===== config.mk =====
export PLATFORM = sky130hd
export DESIGN_NAME = serial_subtractor
export DESIGN_NICKNAME = d
export VERILOG_FILES = /design/src/rtl/serial_subtractor_pkg.sv /design/src/rtl/serial_subtractor_full_subtractor_1bit.sv /design/src/rtl/serial_subtractor.sv
export SDC_FILE = /design/constraint.sdc
export NUM_CORES = 1
export LEC_CHECK = 0
export CAP_MARGIN = 25
export CELL_PAD_IN_SITES_DETAIL_PLACEMENT = 0
export CELL_PAD_IN_SITES_GLOBAL_PLACEMENT = 1
export CORE_UTILIZATION = 41
export CTS_CLUSTER_SIZE = 28
export DETAILED_ROUTE_END_ITERATION = 10
export MAX_ROUTING_LAYER = met4
export PLACE_DENSITY = 0.79
export SYNTH_ARGS = -nofsm -noshare
export SYNTH_HDL_FRONTEND = slang
export SYNTH_SLANG_ARGS = --single-unit

===== constraint.sdc =====
create_clock -name clock -period 1.82 [get_ports clock]
set_clock_uncertainty 0.05 [all_clocks]
set_input_delay 0.364 -clock clock [delete_from_list [all_inputs] [get_ports clock]]
set_output_delay 0.364 -clock clock [all_outputs]
set_load 0.02 [all_outputs]

===== src/rtl/serial_subtractor_pkg.sv =====
// Shared types and helpers for the bit-serial subtractor.
//   state_t    : controller states (IDLE, SHIFT, DONE)
//   calc_cnt_w : bit-counter width for a given operand width
package serial_subtractor_pkg;

   typedef enum logic [1:0] {
      IDLE  = 2'd0,
      SHIFT = 2'd1,
      DONE  = 2'd2
   } state_t;

   // Legal widths are 2..32, so $clog2 is always >= 1 here.
   function automatic int calc_cnt_w(input int width);
      return (width < 2) ? 1 : $clog2(width);
   endfunction

endpackage


===== src/rtl/serial_subtractor_full_subtractor_1bit.sv =====
// Combinational 1-bit full-subtractor cell: Diff = A - B - Bin.
// Ports:
//   A, B, Bin : minuend bit, subtrahend bit, borrow-in
//   Diff      : difference bit
//   Bout      : borrow-out
module full_subtractor_1bit (
   input  logic A,
   input  logic B,
   input  logic Bin,
   output logic Diff,
   output logic Bout
);

   assign Diff = A ^ B ^ Bin;
   assign Bout = (~A & B) | (~A & Bin) | (B & Bin);

endmodule


===== src/rtl/serial_subtractor.sv =====
// Bit-serial two's-complement subtractor, DIFF = A - B, LSB first, one bit
// per clock through a single full-subtractor cell.
// Ports:
//   clock, rstn   : clock (rising edge), async active-low reset
//   start         : request, sampled only in IDLE
//   a, b          : minuend / subtrahend, captured on the accepted start
//   busy          : high whenever the controller is not IDLE
//   done          : one-cycle pulse, result outputs valid from this cycle
//   diff          : result register (held until the next done)
//   borrow        : final borrow-out, 1 when a < b (unsigned)
//   zero          : 1 when diff == 0
// Build option:
//   SERIAL_SUBTRACTOR_SAT_EN : clamp the result to zero on underflow
//
// state | meaning
// ------+-------------------------------------------------
// IDLE  | waiting for start; operands loaded on accept
// SHIFT | one bit per cycle through the cell, WIDTH cycles
// DONE  | result registers just updated, done pulse high
module serial_subtractor
   import serial_subtractor_pkg::*;
#(
   parameter int WIDTH = 8
) (
   input  logic             clock,
   input  logic             rstn,
   input  logic             start,
   input  logic [WIDTH-1:0] a,
   input  logic [WIDTH-1:0] b,
   output logic             busy,
   output logic             done,
   output logic [WIDTH-1:0] diff,
   output logic             borrow,
   output logic             zero
);

   localparam int CNT_W = calc_cnt_w(WIDTH);

   state_t             state_q, state_d;
   logic [WIDTH-1:0]   a_sh_q, a_sh_d;
   logic [WIDTH-1:0]   b_sh_q, b_sh_d;
   // Only the WIDTH-1 earlier bits are stored; the final bit comes straight
   // from the cell in the last SHIFT cycle.
   logic [WIDTH-2:0]   d_sh_q, d_sh_d;
   logic               brw_q, brw_d;
   logic [CNT_W-1:0]   cnt_q, cnt_d;
   logic               busy_q, busy_d;
   logic               done_q, done_d;
   logic [WIDTH-1:0]   diff_q, diff_d;
   logic               borrow_q, borrow_d;
   logic               zero_q, zero_d;

   logic               cell_d;
   logic               cell_bout;
   logic [WIDTH-1:0]   d_full;

   full_subtractor_1bit u_cell (
      .A    (a_sh_q[0]),
      .B    (b_sh_q[0]),
      .Bin  (brw_q),
      .Diff (cell_d),
      .Bout (cell_bout)
   );

   assign d_full = {cell_d, d_sh_q};

   always_comb begin
      state_d  = state_q;
      a_sh_d   = a_sh_q;
      b_sh_d   = b_sh_q;
      d_sh_d   = d_sh_q;
      brw_d    = brw_q;
      cnt_d    = cnt_q;
      diff_d   = diff_q;
      borrow_d = borrow_q;
      zero_d   = zero_q;

      case (state_q)
         IDLE: begin
            if (start) begin
               a_sh_d  = a;
               b_sh_d  = b;
               brw_d   = 1'b0;
               cnt_d   = '0;
               state_d = SHIFT;
            end
         end
         SHIFT: begin
            brw_d  = cell_bout;
            a_sh_d = a_sh_q >> 1;
            b_sh_d = b_sh_q >> 1;
            d_sh_d = d_full[WIDTH-1:1];
            cnt_d  = cnt_q + CNT_W'(1);
            if (cnt_q == CNT_W'(WIDTH - 1)) begin
               state_d  = DONE;
               diff_d   = d_full;
               borrow_d = cell_bout;
               zero_d   = (d_full == '0);
`ifdef SERIAL_SUBTRACTOR_SAT_EN
               if (cell_bout) begin
                  diff_d = '0;
                  zero_d = 1'b1;
               end
`endif
            end
         end
         DONE:    state_d = IDLE;
         default: state_d = IDLE;
      endcase

      busy_d = (state_d != IDLE);
      done_d = (state_d == DONE);
   end

   always_ff @(posedge clock or negedge rstn) begin
      if (!rstn) begin
         state_q  <= IDLE;
         a_sh_q   <= '0;
         b_sh_q   <= '0;
         d_sh_q   <= '0;
         brw_q    <= 1'b0;
         cnt_q    <= '0;
         busy_q   <= 1'b0;
         done_q   <= 1'b0;
         diff_q   <= '0;
         borrow_q <= 1'b0;
         zero_q   <= 1'b0;
      end else begin
         state_q  <= state_d;
         a_sh_q   <= a_sh_d;
         b_sh_q   <= b_sh_d;
         d_sh_q   <= d_sh_d;
         brw_q    <= brw_d;
         cnt_q    <= cnt_d;
         busy_q   <= busy_d;
         done_q   <= done_d;
         diff_q   <= diff_d;
         borrow_q <= borrow_d;
         zero_q   <= zero_d;
      end
   end

   assign busy   = busy_q;
   assign done   = done_q;
   assign diff   = diff_q;
   assign borrow = borrow_q;
   assign zero   = zero_q;

endmodule


Word level (Yosys, flattened, before mapping)
Index checks and enable logic that the tools add are counted.

Memories: 0. ROM bits: 0. Output and inout bits: 12. Word-level logic and storage cells: 41. Latch bits: 0. Bits in writable memories: 0. Bits of input ports: 19. Flip-flop bits (word level): 41.

Reductions and logical operators: 6. Shift operators: 0. Div/mod/pow operators: 0. Multiplexer cells: 11. Bitwise gates (word level): 8. Add/sub/neg operators: 1. Equality and inequality tests: 4. Multiply operators: 0. Magnitude comparators: 0.

Operators by type and width (count): $pmux W8 S2 (2); $mux W8 (2); $logic_not A8 Y1 (1); $pmux W3 S2 (1); $mux W2 (2); $pmux W2 S2 (1); $reduce_and A2 Y1 (2); $reduce_bool A2 Y1 (2); $add A3 B1 Y3 const B (1); $and A1 B1 Y1 (3); $eq A3 B3 Y1 const B (1); $mux W3 (1); $eq A2 B1 Y1 const B (1); $eq A2 B2 Y1 const B (1); $logic_not A2 Y1 (1); $ne A2 B2 Y1 const B (1); $or A1 B1 Y1 (2); $pmux W1 S2 (1); $xor A1 B1 Y1 (2); $mux W1 (1); $not A1 Y1 (1).

Logic depth before layout (Yosys ltp)
Depth after elaboration: 5. Mapped depth: 6. Depth with buffers taken out: 5.

Modules after synthesis
A second synthesis with hierarchy kept.

Cell total of the unflattened synthesis: 155. Area, all modules: 1878.1 um2.

Modules (own cells, without submodules): serial_subtractor (sequential area each 1026.0 um2, area each 1850.5 um2, instances 1, cells each 152); full_subtractor_1bit (sequential area each 0.0 um2, area each 27.5 um2, instances 1, cells each 3).

Worst setup path after synthesis
No wires, ideal clock.

Kind: reg-to-reg. Start: reg cnt_q[0]. End: reg borrow_q (netlist: borrow). Required time: 1.645 ns. Library setup time: 0.125 ns. Clock period less this slack: 1.506 ns. Path buffers: 1. Stages on the path, launching flop included: 6. Path slack: 0.314 ns. Arrival time: 1.331 ns. Cell sequence: dfrtp_1 > ha_1 > ha_1 > nand3b_4 > buf_6 > mux2_4.

Longest elaborated chain between the ends: 2.

RTL lines: from (decl) (line serial_subtractor.sv:46) `logic [CNT_W-1:0] cnt_q, cnt_d;`; from (signal assigned) (line serial_subtractor.sv:134) `cnt_q <= cnt_d;`; $eq A3 B3 Y1 (line serial_subtractor.sv:94) `if (cnt_q == CNT_W'(WIDTH - 1)) begin`; $reduce_and A2 Y1 (no source line); to (signal assigned) (line serial_subtractor.sv:138) `borrow_q <= borrow_d;`; to (decl) (line serial_subtractor.sv:50) `logic borrow_q, borrow_d;`.

No other way between the ends. A chain may end at the register's enable or synchronous reset.

Worst setup path in the final report
Start: reg diff_q[6] (netlist: diff[6]). End: out diff[6].

RTL lines: from (decl) (line serial_subtractor.sv:49) `logic [WIDTH-1:0] diff_q, diff_d;`; from (signal assigned) (line serial_subtractor.sv:137) `diff_q <= diff_d;`; to (decl) (line serial_subtractor.sv:32) `output logic [WIDTH-1:0] diff,`.

No word-level cell between the ends.

==> run summary <==
status - completed
CP Buf/Inv Count - 1
vias per cell - 5.18
Post-Place Setup Slack - 0.0980 ns
Clock Power Share - 0.223
Die Wd - 67.9 µm
crit path capture type - primary output
Max FO, Critical Path - 2
leakage power - 1.05 nW
layout cells sized above 1 - 0.151
Final min period - 1.69 ns
Max clock buf depth - 2
total power - 3.82 mW
critical-path cell list - clkdlybuf4s50_1
Global Route Usage Sum - 0.180
combinational group share of total power - 0.366
row cnt - 23
Synth Warn # - 0
Syn Nets - 177
commonest cells after routing, fill and taps aside - 41 x dfrtp_1, 37 x nand2_1, 29 x clkdlybuf4s50_1
drt total wl - 3.41 mm
worst-margin pin slew - 0.375 ns
Crit path largest cell delay - 0.61 ns
Ports - 31
Tcrit/Tclk final - 0.927
Synth Instances - 155
clk slew on worst S/H paths - 0.08 ns
Final HPWL DP - 2.41 mm
vias in the first global route - 1232
Max Cap Violations - 0
Layout Utilization - 0.555
CTS root buf - clkbuf_8
Peak VDD IR - 0.000606 V
Slowest cell on crit path - clkdlybuf4s50_1
cts repair resizes - 0
CTS Buf Count - 5
worst setup path class - reg2out
pwr/cell area - 1690 nW/µm²
H-tree levels - 2
clock net sink count - 41
Worst EP arrival - 1.27 ns
register area - 1030 µm²
WL/cell - 14.1 µm
Max Slew Vio Count - 0
instance area at placement - 2120 µm²
Mapped Area - 1780 µm²
GRT overflow - 0
register area share after synthesis - 0.577
first-pass GRT wire length - 5.69 mm
library cells used by synthesis - 28
Die Y - 67.9 µm
Syn-to-layout area delta - 27.5%
ANT cells - 0
Req. time, crit path - 1.41 ns
Max Clock Freq - 593 MHz
DR iter-0 viols - 91
TNS Setup - 0 ns
CTS tree - yes
switch share - 0.334
DRC viols - 0
initial antenna violation count - 0
Die ar. - 4610 µm²
antenna-violating nets left - 0
I/O Buffers - 30
post-synthesis register bit count - 41
fillcell total - 338
final worst slack - 0.132 ns
Initial Utilization - 0.435
GPL Wtd Cong - 0.744
Multi-input gate area - 657 µm²
most common cell after layout, fill and taps aside - dfrtp_1
CP Launch Type - flip-flop
final setup violation count - 0
Reg power frac - 0.411
average size of a mapped cell - 11.5 µm²
# nets final - 213
drt pass-1 iters - 4
Power Internal - 2.54 mW
setup bufs post-CTS - 0
Hold Vio Cnt, Final - 0
RSZ-0062 raised after global routing - false
slew margin rel. - 0.750
Switching Power - 1.28 mW
worst min path class - reg2reg
Crit path max-delay family - buffers and inverters
largest net degree at the start of global routing - 42
final instance area - 2270 µm²
clock latency on the worst-skew pair - 0.29 ns
vias - 1254
total core area - 4090 µm²
## through the flow
step / hold WS, ns / instances
3_3_place_gp: 0.299 / 233
2_1_floorplan: 0.0184 / 155
3_5_place_dp: 0.299 / 233
4_1_cts: 0.441 / 242
6_report: 0.431 / 242
5_1_grt: 0.459 / 242
## state kept, by name (all words and copies together) (netlist names)
name,count
diff,8
d_sh_q,7
brw_q,1
b_sh_q,8
a_sh_q,8
borrow,1
done,1
zero,1
state_q,2
busy,1
cnt_q,3
## kinds of logic (layout without fill, tap and decap cells)
group,Yosys count,in the layout,share of synthesized area
flops,41,41,0.577
fa+ha+maj,3,3,0.0253
buf+inv,14,51,0.0541
compound gates,41,41,0.152
simple gates,48,48,0.133
mux,8,8,0.0591
## tightest hold or removal path: cells and delay by family, from the launching register on
family	cells	cell delay, ns
compound gates	1	0.06
flops	1	0.35
simple gates	1	0.04
## worst paths after layout
| path | startpoint | end | slack, ns | cells past startpoint |
|---|---|---|---|---|
| worst max-delay path | diff[6] | diff[6] | 0.13 | 1 |
| worst min-delay path | diff[7] | diff[7] | 0.43 | 2 |
| worst max register to register | cnt_q[0] | diff[1] | 0.20 | 4 |
| worst min register to register | diff[7] | diff[7] | 0.43 | 2 |
| max in group asynchronous | rstn | a_sh_q[4] | 1.00 | 3 |
| min in group asynchronous | rstn | diff[3] | 0.51 | 3 |
## repair_timing
item,in CTS,in global routing
setup endpoints to repair,0,0
hold buffers,1,0
endpoints found under the hold margin,41,0
## synth_stat cells
master	n	area (µm²)
buf_6	5	56.3
dfrtp_1	41	1030
nor2_1	2	7.51
clkbuf_2	1	5.00
a21oi_2	1	8.76
o21bai_4	1	18.8
a22o_1	3	26.3
buf_2	1	5.00
ha_1	2	25.0
nor2b_4	2	27.5
a21oi_1	3	15.0
and2b_1	2	15.0
nor4b_1	1	8.76
nor2b_1	1	6.26
mux2_2	4	45.0
o21ai_1	1	5.00
nand2_1	37	139
mux2_4	4	60.1
fa_1	1	20.0
o21ai_0	17	85.1
buf_4	1	7.51
inv_1	5	18.8
nor4_1	1	6.26
clkbuf_1	1	3.75
nand2b_1	1	6.26
o22ai_1	1	6.26
nand3b_4	1	20.0
a22oi_1	14	105
## final cells by class
cell class	count	share of cell area
sequential	41	0.452
clock buffer	5	0.0303
multi-input combinational	100	0.290
inverter	5	0.00827
tap	50	0.0276
timing repair buffer	38	0.163
clock inverter	3	0.0287
## power groups by stage
stage	clock, mW	combinational, mW	sequential [mW]
final	0.853	1.40	1.57
after global routing	0.914	1.57	1.63
after CTS	0.868	1.42	1.57
after detailed placement	0	1.42	1.59
after global placement	0	1.36	1.57
after floorplan	0	0.880	1.64
## layer usage
metal | up-vias | GRT usage | share of wire
met5 | - | - | 0
li1 | 601 | - | -
met4 | 0 | 0.0885 | 0.021
met3 | 7 | 0.0550 | 0.046
met1 | 606 | 0.210 | 0.44
met2 | 40 | 0.282 | 0.49
No activity file was read; power rests on OpenSTA's default activity.
